File: config.mk
export PLATFORM = sky130hd
export DESIGN_NAME = mips_multicycle_ctrl_flat
export DESIGN_NICKNAME = d
export VERILOG_FILES = /design/src/rtl/mips_multicycle_ctrl_if.sv /design/src/rtl/mips_multicycle_ctrl.sv /design/src/flat_wrapper.sv
export SDC_FILE = /design/constraint.sdc
export NUM_CORES = 1
export LEC_CHECK = 0
export BUFFER_PORTS_ARGS = -buffer_cell sky130_fd_sc_hd__buf_4
export CORE_MARGIN = 1
export CORE_UTILIZATION = 30
export CTS_BUF_LIST = sky130_fd_sc_hd__clkbuf_16
export DETAILED_ROUTE_END_ITERATION = 7
export GPL_ROUTABILITY_DRIVEN = 0
export SLEW_MARGIN = 5
export SYNTH_ARGS = -nofsm -noshare
export SYNTH_HDL_FRONTEND = slang
export SYNTH_SLANG_ARGS = --single-unit
File: constraint.sdc
create_clock -name clk -period 2.6 [get_ports clk]
set_input_delay 0 -clock clk [delete_from_list [all_inputs] [get_ports clk]]
set_output_delay 0 -clock clk [all_outputs]
set_load 0.01 [all_outputs]
File: src/rtl/mips_multicycle_ctrl_if.sv
// ----------------------------------------------------------------------------
// mips_multicycle_ctrl_if
// Bundle between the multicycle MIPS control FSM and its shared datapath.
//   master : the controller. It reads opcode/funct/zero/mem_ready and drives
//            every strobe, mux select, the illegal flag, the debug state and
//            the retired-instruction count.
//   slave  : the datapath/memory side, with the directions reversed.
// ----------------------------------------------------------------------------
interface mips_multicycle_ctrl_if #(
  parameter int COUNT_W = 32
);
  logic [5:0]         opcode;
  logic [5:0]         funct;
  logic               zero;
  logic               mem_ready;
  logic               pc_en;
  logic               i_or_d;
  logic               mem_read;
  logic               mem_write;
  logic               ir_write;
  logic               reg_dst;
  logic               mem_to_reg;
  logic               reg_write;
  logic               alu_src_a;
  logic [1:0]         alu_src_b;
  logic [2:0]         alu_op;
  logic               ext_op;
  logic [1:0]         pc_source;
  logic               illegal;
  logic [3:0]         state;
  logic [COUNT_W-1:0] instr_count;

  modport master (
    input  opcode, funct, zero, mem_ready,
    output pc_en, i_or_d, mem_read, mem_write, ir_write, reg_dst, mem_to_reg,
           reg_write, alu_src_a, alu_src_b, alu_op, ext_op, pc_source,
           illegal, state, instr_count
  );

  modport slave (
    output opcode, funct, zero, mem_ready,
    input  pc_en, i_or_d, mem_read, mem_write, ir_write, reg_dst, mem_to_reg,
           reg_write, alu_src_a, alu_src_b, alu_op, ext_op, pc_source,
           illegal, state, instr_count
  );
endinterface

File: src/rtl/mips_multicycle_ctrl.sv
// ----------------------------------------------------------------------------
// mips_multicycle_ctrl
// Multicycle MIPS control FSM. It sequences the shared PC/IR/memory/regfile/
// ALU datapath, stalls on mem_ready, traps on unknown opcodes (sticky illegal
// flag) and counts retired instructions.
//   clk   : system clock, rising edge
//   reset : synchronous, active-high. While it is high, all strobes are
//           forced low.
//   bus   : mips_multicycle_ctrl_if.master (decode inputs, strobes, selects,
//           illegal, state, instr_count)
// ----------------------------------------------------------------------------
module mips_multicycle_ctrl #(
  parameter int COUNT_W = 32
) (
  input  logic                   clk,
  input  logic                   reset,
  mips_multicycle_ctrl_if.master bus
);

  typedef enum logic [3:0] {
    S_FETCH  = 4'd0,  S_DECODE = 4'd1,  S_MEMADR = 4'd2,  S_MEMRD = 4'd3,
    S_MEMWB  = 4'd4,  S_MEMWR  = 4'd5,  S_REX    = 4'd6,  S_RWB   = 4'd7,
    S_BRANCH = 4'd8,  S_IEX    = 4'd9,  S_IWB    = 4'd10, S_JUMP  = 4'd11,
    S_TRAP   = 4'd12
  } state_t;

  localparam logic [5:0] OP_RTYPE = 6'b000000;
  localparam logic [5:0] OP_LW    = 6'b100011;
  localparam logic [5:0] OP_SW    = 6'b101011;
  localparam logic [5:0] OP_BEQ   = 6'b000100;
  localparam logic [5:0] OP_BNE   = 6'b000101;
  localparam logic [5:0] OP_ADDI  = 6'b001000;
  localparam logic [5:0] OP_ANDI  = 6'b001100;
  localparam logic [5:0] OP_ORI   = 6'b001101;
  localparam logic [5:0] OP_J     = 6'b000010;

  state_t               r_state;
  state_t               w_next;
  logic                 r_illegal;
  logic [COUNT_W-1:0]   r_instr_count;
  logic                 w_retire;
  logic                 w_pc_en, w_mem_read, w_mem_write, w_ir_write, w_reg_write;
  logic                 w_imm_ext;
  logic [2:0]           w_imm_op;

  // Immediate-ALU decode is shared by IEX and IWB. The extender is
  // registered, so its mode must not change between the two states.
  always_comb begin
    w_imm_ext = 1'b1;
    w_imm_op  = 3'b000;
    case (bus.opcode)
      OP_ANDI: begin w_imm_ext = 1'b0; w_imm_op = 3'b011; end
      OP_ORI:  begin w_imm_ext = 1'b0; w_imm_op = 3'b100; end
      default: begin w_imm_ext = 1'b1; w_imm_op = 3'b000; end
    endcase
  end

  always_comb begin
    w_next         = S_FETCH;
    w_pc_en        = 1'b0;
    w_mem_read     = 1'b0;
    w_mem_write    = 1'b0;
    w_ir_write     = 1'b0;
    w_reg_write    = 1'b0;
    bus.i_or_d     = 1'b0;
    bus.reg_dst    = 1'b0;
    bus.mem_to_reg = 1'b0;
    bus.alu_src_a  = 1'b0;
    bus.alu_src_b  = 2'b00;
    bus.alu_op     = 3'b000;
    bus.ext_op     = 1'b1;
    bus.pc_source  = 2'b00;
    case (r_state)
      S_FETCH: begin
        w_mem_read    = 1'b1;
        bus.alu_src_b = 2'b01;
        w_ir_write    = bus.mem_ready;
        w_pc_en       = bus.mem_ready;
        w_next        = bus.mem_ready ? S_DECODE : S_FETCH;
      end
      S_DECODE: begin
        // The branch target PC + (imm<<2) is precomputed here.
        bus.alu_src_b = 2'b11;
        case (bus.opcode)
          OP_LW, OP_SW:             w_next = S_MEMADR;
          OP_RTYPE:                 w_next = S_REX;
          OP_BEQ, OP_BNE:           w_next = S_BRANCH;
          OP_ADDI, OP_ANDI, OP_ORI: w_next = S_IEX;
          OP_J:                     w_next = S_JUMP;
          default:                  w_next = S_TRAP;
        endcase
      end
      S_MEMADR: begin
        bus.alu_src_a = 1'b1;
        bus.alu_src_b = 2'b10;
        w_next        = (bus.opcode == OP_SW) ? S_MEMWR : S_MEMRD;
      end
      S_MEMRD: begin
        bus.i_or_d = 1'b1;
        w_mem_read = 1'b1;
        w_next     = bus.mem_ready ? S_MEMWB : S_MEMRD;
      end
      S_MEMWB: begin
        bus.mem_to_reg = 1'b1;
        w_reg_write    = 1'b1;
      end
      S_MEMWR: begin
        bus.i_or_d  = 1'b1;
        w_mem_write = 1'b1;
        w_next      = bus.mem_ready ? S_FETCH : S_MEMWR;
      end
      S_REX: begin
        bus.alu_src_a = 1'b1;
        bus.alu_op    = 3'b010;
        w_next        = S_RWB;
      end
      S_RWB: begin
        bus.reg_dst = 1'b1;
        w_reg_write = 1'b1;
      end
      S_BRANCH: begin
        bus.alu_src_a = 1'b1;
        bus.alu_op    = 3'b001;
        bus.pc_source = 2'b01;
        w_pc_en       = (bus.opcode == OP_BNE) ? ~bus.zero : bus.zero;
      end
      S_IEX: begin
        bus.alu_src_a = 1'b1;
        bus.alu_src_b = 2'b10;
        bus.ext_op    = w_imm_ext;
        bus.alu_op    = w_imm_op;
        w_next        = S_IWB;
      end
      S_IWB: begin
        bus.ext_op  = w_imm_ext;
        bus.alu_op  = w_imm_op;
        w_reg_write = 1'b1;
      end
      S_JUMP: begin
        bus.pc_source = 2'b10;
        w_pc_en       = 1'b1;
      end
      S_TRAP:  w_next = S_TRAP;
      default: w_next = S_FETCH;
    endcase
  end

  // An instruction retires on the edge that returns to FETCH from a final state.
  assign w_retire = (w_next == S_FETCH) &&
                    (r_state inside {S_MEMWB, S_MEMWR, S_RWB, S_BRANCH, S_IWB, S_JUMP});

  always_ff @(posedge clk) begin
    if (reset) begin
      r_state       <= S_FETCH;
      r_illegal     <= 1'b0;
      r_instr_count <= '0;
    end else begin
      r_state <= w_next;
      if (w_next == S_TRAP) r_illegal <= 1'b1;
      if (w_retire) r_instr_count <= r_instr_count + 1'b1;
    end
  end

  assign bus.pc_en       = w_pc_en     & ~reset;
  assign bus.mem_read    = w_mem_read  & ~reset;
  assign bus.mem_write   = w_mem_write & ~reset;
  assign bus.ir_write    = w_ir_write  & ~reset;
  assign bus.reg_write   = w_reg_write & ~reset;
  assign bus.illegal     = r_illegal;
  assign bus.state       = r_state;
  assign bus.instr_count = r_instr_count;

endmodule
File: src/flat_wrapper.sv
// flat-port wrapper written by rule: the top's interface ports become plain ports
module mips_multicycle_ctrl_flat 
#(
  parameter int COUNT_W = 32
)
  (clk, reset, bus_opcode, bus_funct, bus_zero, bus_mem_ready, bus_pc_en, bus_i_or_d, bus_mem_read, bus_mem_write, bus_ir_write, bus_reg_dst, bus_mem_to_reg, bus_reg_write, bus_alu_src_a, bus_alu_src_b, bus_alu_op, bus_ext_op, bus_pc_source, bus_illegal, bus_state, bus_instr_count);
  mips_multicycle_ctrl_if #(.COUNT_W(COUNT_W)) bus_i ();
  input  logic clk;
  input  logic reset;
  input wire logic [$bits(bus_i.opcode)-1:0] bus_opcode;
  input wire logic [$bits(bus_i.funct)-1:0] bus_funct;
  input wire logic [$bits(bus_i.zero)-1:0] bus_zero;
  input wire logic [$bits(bus_i.mem_ready)-1:0] bus_mem_ready;
  output wire logic [$bits(bus_i.pc_en)-1:0] bus_pc_en;
  output wire logic [$bits(bus_i.i_or_d)-1:0] bus_i_or_d;
  output wire logic [$bits(bus_i.mem_read)-1:0] bus_mem_read;
  output wire logic [$bits(bus_i.mem_write)-1:0] bus_mem_write;
  output wire logic [$bits(bus_i.ir_write)-1:0] bus_ir_write;
  output wire logic [$bits(bus_i.reg_dst)-1:0] bus_reg_dst;
  output wire logic [$bits(bus_i.mem_to_reg)-1:0] bus_mem_to_reg;
  output wire logic [$bits(bus_i.reg_write)-1:0] bus_reg_write;
  output wire logic [$bits(bus_i.alu_src_a)-1:0] bus_alu_src_a;
  output wire logic [$bits(bus_i.alu_src_b)-1:0] bus_alu_src_b;
  output wire logic [$bits(bus_i.alu_op)-1:0] bus_alu_op;
  output wire logic [$bits(bus_i.ext_op)-1:0] bus_ext_op;
  output wire logic [$bits(bus_i.pc_source)-1:0] bus_pc_source;
  output wire logic [$bits(bus_i.illegal)-1:0] bus_illegal;
  output wire logic [$bits(bus_i.state)-1:0] bus_state;
  output wire logic [$bits(bus_i.instr_count)-1:0] bus_instr_count;
  assign bus_i.opcode = bus_opcode;
  assign bus_i.funct = bus_funct;
  assign bus_i.zero = bus_zero;
  assign bus_i.mem_ready = bus_mem_ready;
  assign bus_pc_en = bus_i.pc_en;
  assign bus_i_or_d = bus_i.i_or_d;
  assign bus_mem_read = bus_i.mem_read;
  assign bus_mem_write = bus_i.mem_write;
  assign bus_ir_write = bus_i.ir_write;
  assign bus_reg_dst = bus_i.reg_dst;
  assign bus_mem_to_reg = bus_i.mem_to_reg;
  assign bus_reg_write = bus_i.reg_write;
  assign bus_alu_src_a = bus_i.alu_src_a;
  assign bus_alu_src_b = bus_i.alu_src_b;
  assign bus_alu_op = bus_i.alu_op;
  assign bus_ext_op = bus_i.ext_op;
  assign bus_pc_source = bus_i.pc_source;
  assign bus_illegal = bus_i.illegal;
  assign bus_state = bus_i.state;
  assign bus_instr_count = bus_i.instr_count;
  mips_multicycle_ctrl #(.COUNT_W(COUNT_W)) u_core (.clk(clk), .reset(reset), .bus(bus_i));
endmodule
==> out/results.txt <==
DP HPWL: 4400 um
Critical path class: reg -> reg
CP max-delay cell: o21ai_4
Ports: 70
Setup bufs post-CTS: 0
Largest fanout on the critical path: 24
Total grt overflow: 0
Register area share after synthesis: 31.9%
Main synth FF type: dfxtp_1
Die Ht: 90.0 um
Number of global-route vias before repair: 2,175
Clk sink count: 37
FF/Latch Area: 741 um2
Final Critical Period: 2.22 ns
Worst slew margin: 58.8%
Most frequent cells in the layout: buf_4 (69), dfxtp_1 (37), a21oi_1 (33)
FFs w/ async S/R, synth: 0%
Crit path arrival time: 2.38 ns
Post-route cell area: 0.00303 mm2
Critical path endpoint category: flop
Hold Path Origin: reset
CTS tree: built
Max IR drop VDD: 225 uV
Largest net degree at the start of global routing: 44
Share of cells above drive strength 1: 25.1%
Slew Limit Fails: 0
Synth unique cells: 55
P_leak: 1.05 nW
Hold Crit Class: in -> reg
Met3 routed WL: 234 um
Vias per cell: 5.43
Vias: 2,418
Initial antenna violation count: 0
Cell area after placement: 0.00287 mm2
Syn avg cell area: 8.07 um2
Post-Syn Area: 0.00232 mm2
Length of routed met2 wiring: 2920 um
IO buf count: 63
Final period util: 85.5%
Filler cell count in the final layout: 784
Clock Latency Late Sink: 0.28 ns
Post-route DRC violation count: 0
Met1 WL: 3130 um
Clk slew on worst S/H paths: 0.05 ns
Setup Skew: 0.00449 ns
CTS Buf Count: 5
Commonest non-fill, non-tap cell in the layout: buf_4
Status: finished, final reports clean
Total GRT Usage: 15.5%
Mapped Nets: 305
Initial drt markers: 119
Setup TNS: 0 ns
F_max: 450 MHz
Final setup margin: 0.378 ns
Final WL: 6330 um
Place WS: 0.370 ns
Critical path startpoint: u_core.bus.state[2]$_SDFF_PP0_
Worst Path Required: 2.75 ns
First-pass GRT wire length: 10,400 um
Chip width: 90.0 um
Cells after synthesis: 288
Worst slew pin tran: 0.615 ns
Area of the multi-input gates: 0.00146 mm2
Final Hold Fails: 0
Worst r2r src: u_core.bus.state[2]$_SDFF_PP0_
Overall power: 1.47 mW
WL per Instance: 14.2 um
Largest stage delay on the critical path: 0.52 ns
Drt first pass iters: 4
Post-route ant nets: 0
Nets: 363
Total die area: 0.00811 mm2
CTS root buffer: clkbuf_16
Synthesis-to-layout area growth: 30.2%
# rows: 31
CP cell instances: or3_1, a211o_4, o21ai_4, mux2i_1, nor2_1
Yosys warns: 0
CORE AREA: 0.00737 mm2
H-tree Lvls: 2
Worst Setup Start Kind: flop
RSZ-0062 raised after global routing: no
Final setup violation count: 0
Number of hold buffers added after cts: 0
Uppermost layer routed: met4
Clock Path Buffers: 2
Pwr dens: 485 mW/mm2
Diode count: 0
Post-cts resize count: 0
Register bit total from synthesis: 37
Post-synth EDFFs: 0
Max capacitance violation total: 0
Initial Utilization: 31.5%
Final Util: 41.1%
-- where the power goes --
part	switching (mW)	leakage (nW)	internal [mW]
logic	0.127	0.676	0.0859
clock network	0.225	0.0797	0.445
registers	0.0123	0.298	0.574
-- synth_stat cells, types with 6 or more instances --
cell	instances	area [um2]
o31ai_1	16	120
or3_1	11	68.8
nand3_1	11	55.1
inv_1	6	22.5
nand4_1	10	62.6
nand2_1	15	56.3
clkbuf_1	9	33.8
or4_1	16	120
a21oi_1	33	165
o21ai_0	11	55.1
nor3_1	11	55.1
nor2_1	19	71.3
dfxtp_1	37	741
nand2b_1	9	56.3
-- worst max-delay path: cells and delay by family (launching register included) --
family,cells,cell delay [ns]
flops,1,0.43
simple gates,2,0.49
compound gates,2,0.93
mux,1,0.25
-- final cells by class --
type                    instances  area share (%)
clock buffers                   5            4.13
clock inverters                 2            1.16
inverters                       7           0.868
multi-input cells             226            48.2
flip-flops and latches         37            24.5
well taps                      99            4.09
repair buffers                 69            17.1
-- state kept, by name, indices dropped and copies added, names as in the netlist --
register                flops
u_core.bus.illegal          1
u_core.bus.instr_count     32
u_core.bus.state            4
-- cells by family after synthesis --
kind of cell / share of synthesized area [%]
DFF: 31.9
and+or+nand+nor: 32.3
xor gates and xnor gates: 2.26
AOI/OAI and AO/OA: 26.3
adders and majority gates: 0.538
muxes: 1.29
buffers and inverters: 5.44
-- through the flow --
| stage | instances | hold WS [ns] |
|---|---|---|
| after global routing | 445 | 0.172 |
| after CTS | 445 | 0.153 |
| after detailed placement | 438 | 0.346 |
| after floorplan | 288 | 0.213 |
| after global placement | 438 | 0.349 |
| final | 445 | 0.157 |
-- per-layer routing --
metal	vias to the layer above	global-route usage [%]
met3	4	3.47
met2	57	24.4
met1	1145	20.9
met4	0	4.84
li1	1212	-
met5	-	0
-- worst paths after layout --
kind,slack (ns),endpoint,cells past startpoint
worst max-delay path,0.38,u_core.bus.instr_count[1]$_SDFFE_PP0P_,5
worst min-delay path,0.16,u_core.bus.instr_count[1]$_SDFFE_PP0P_,2
worst max register to register,0.38,u_core.bus.instr_count[1]$_SDFFE_PP0P_,5
worst min register to register,0.49,u_core.bus.instr_count[31]$_SDFFE_PP0P_,2
(Power assumes the default switching activity.)
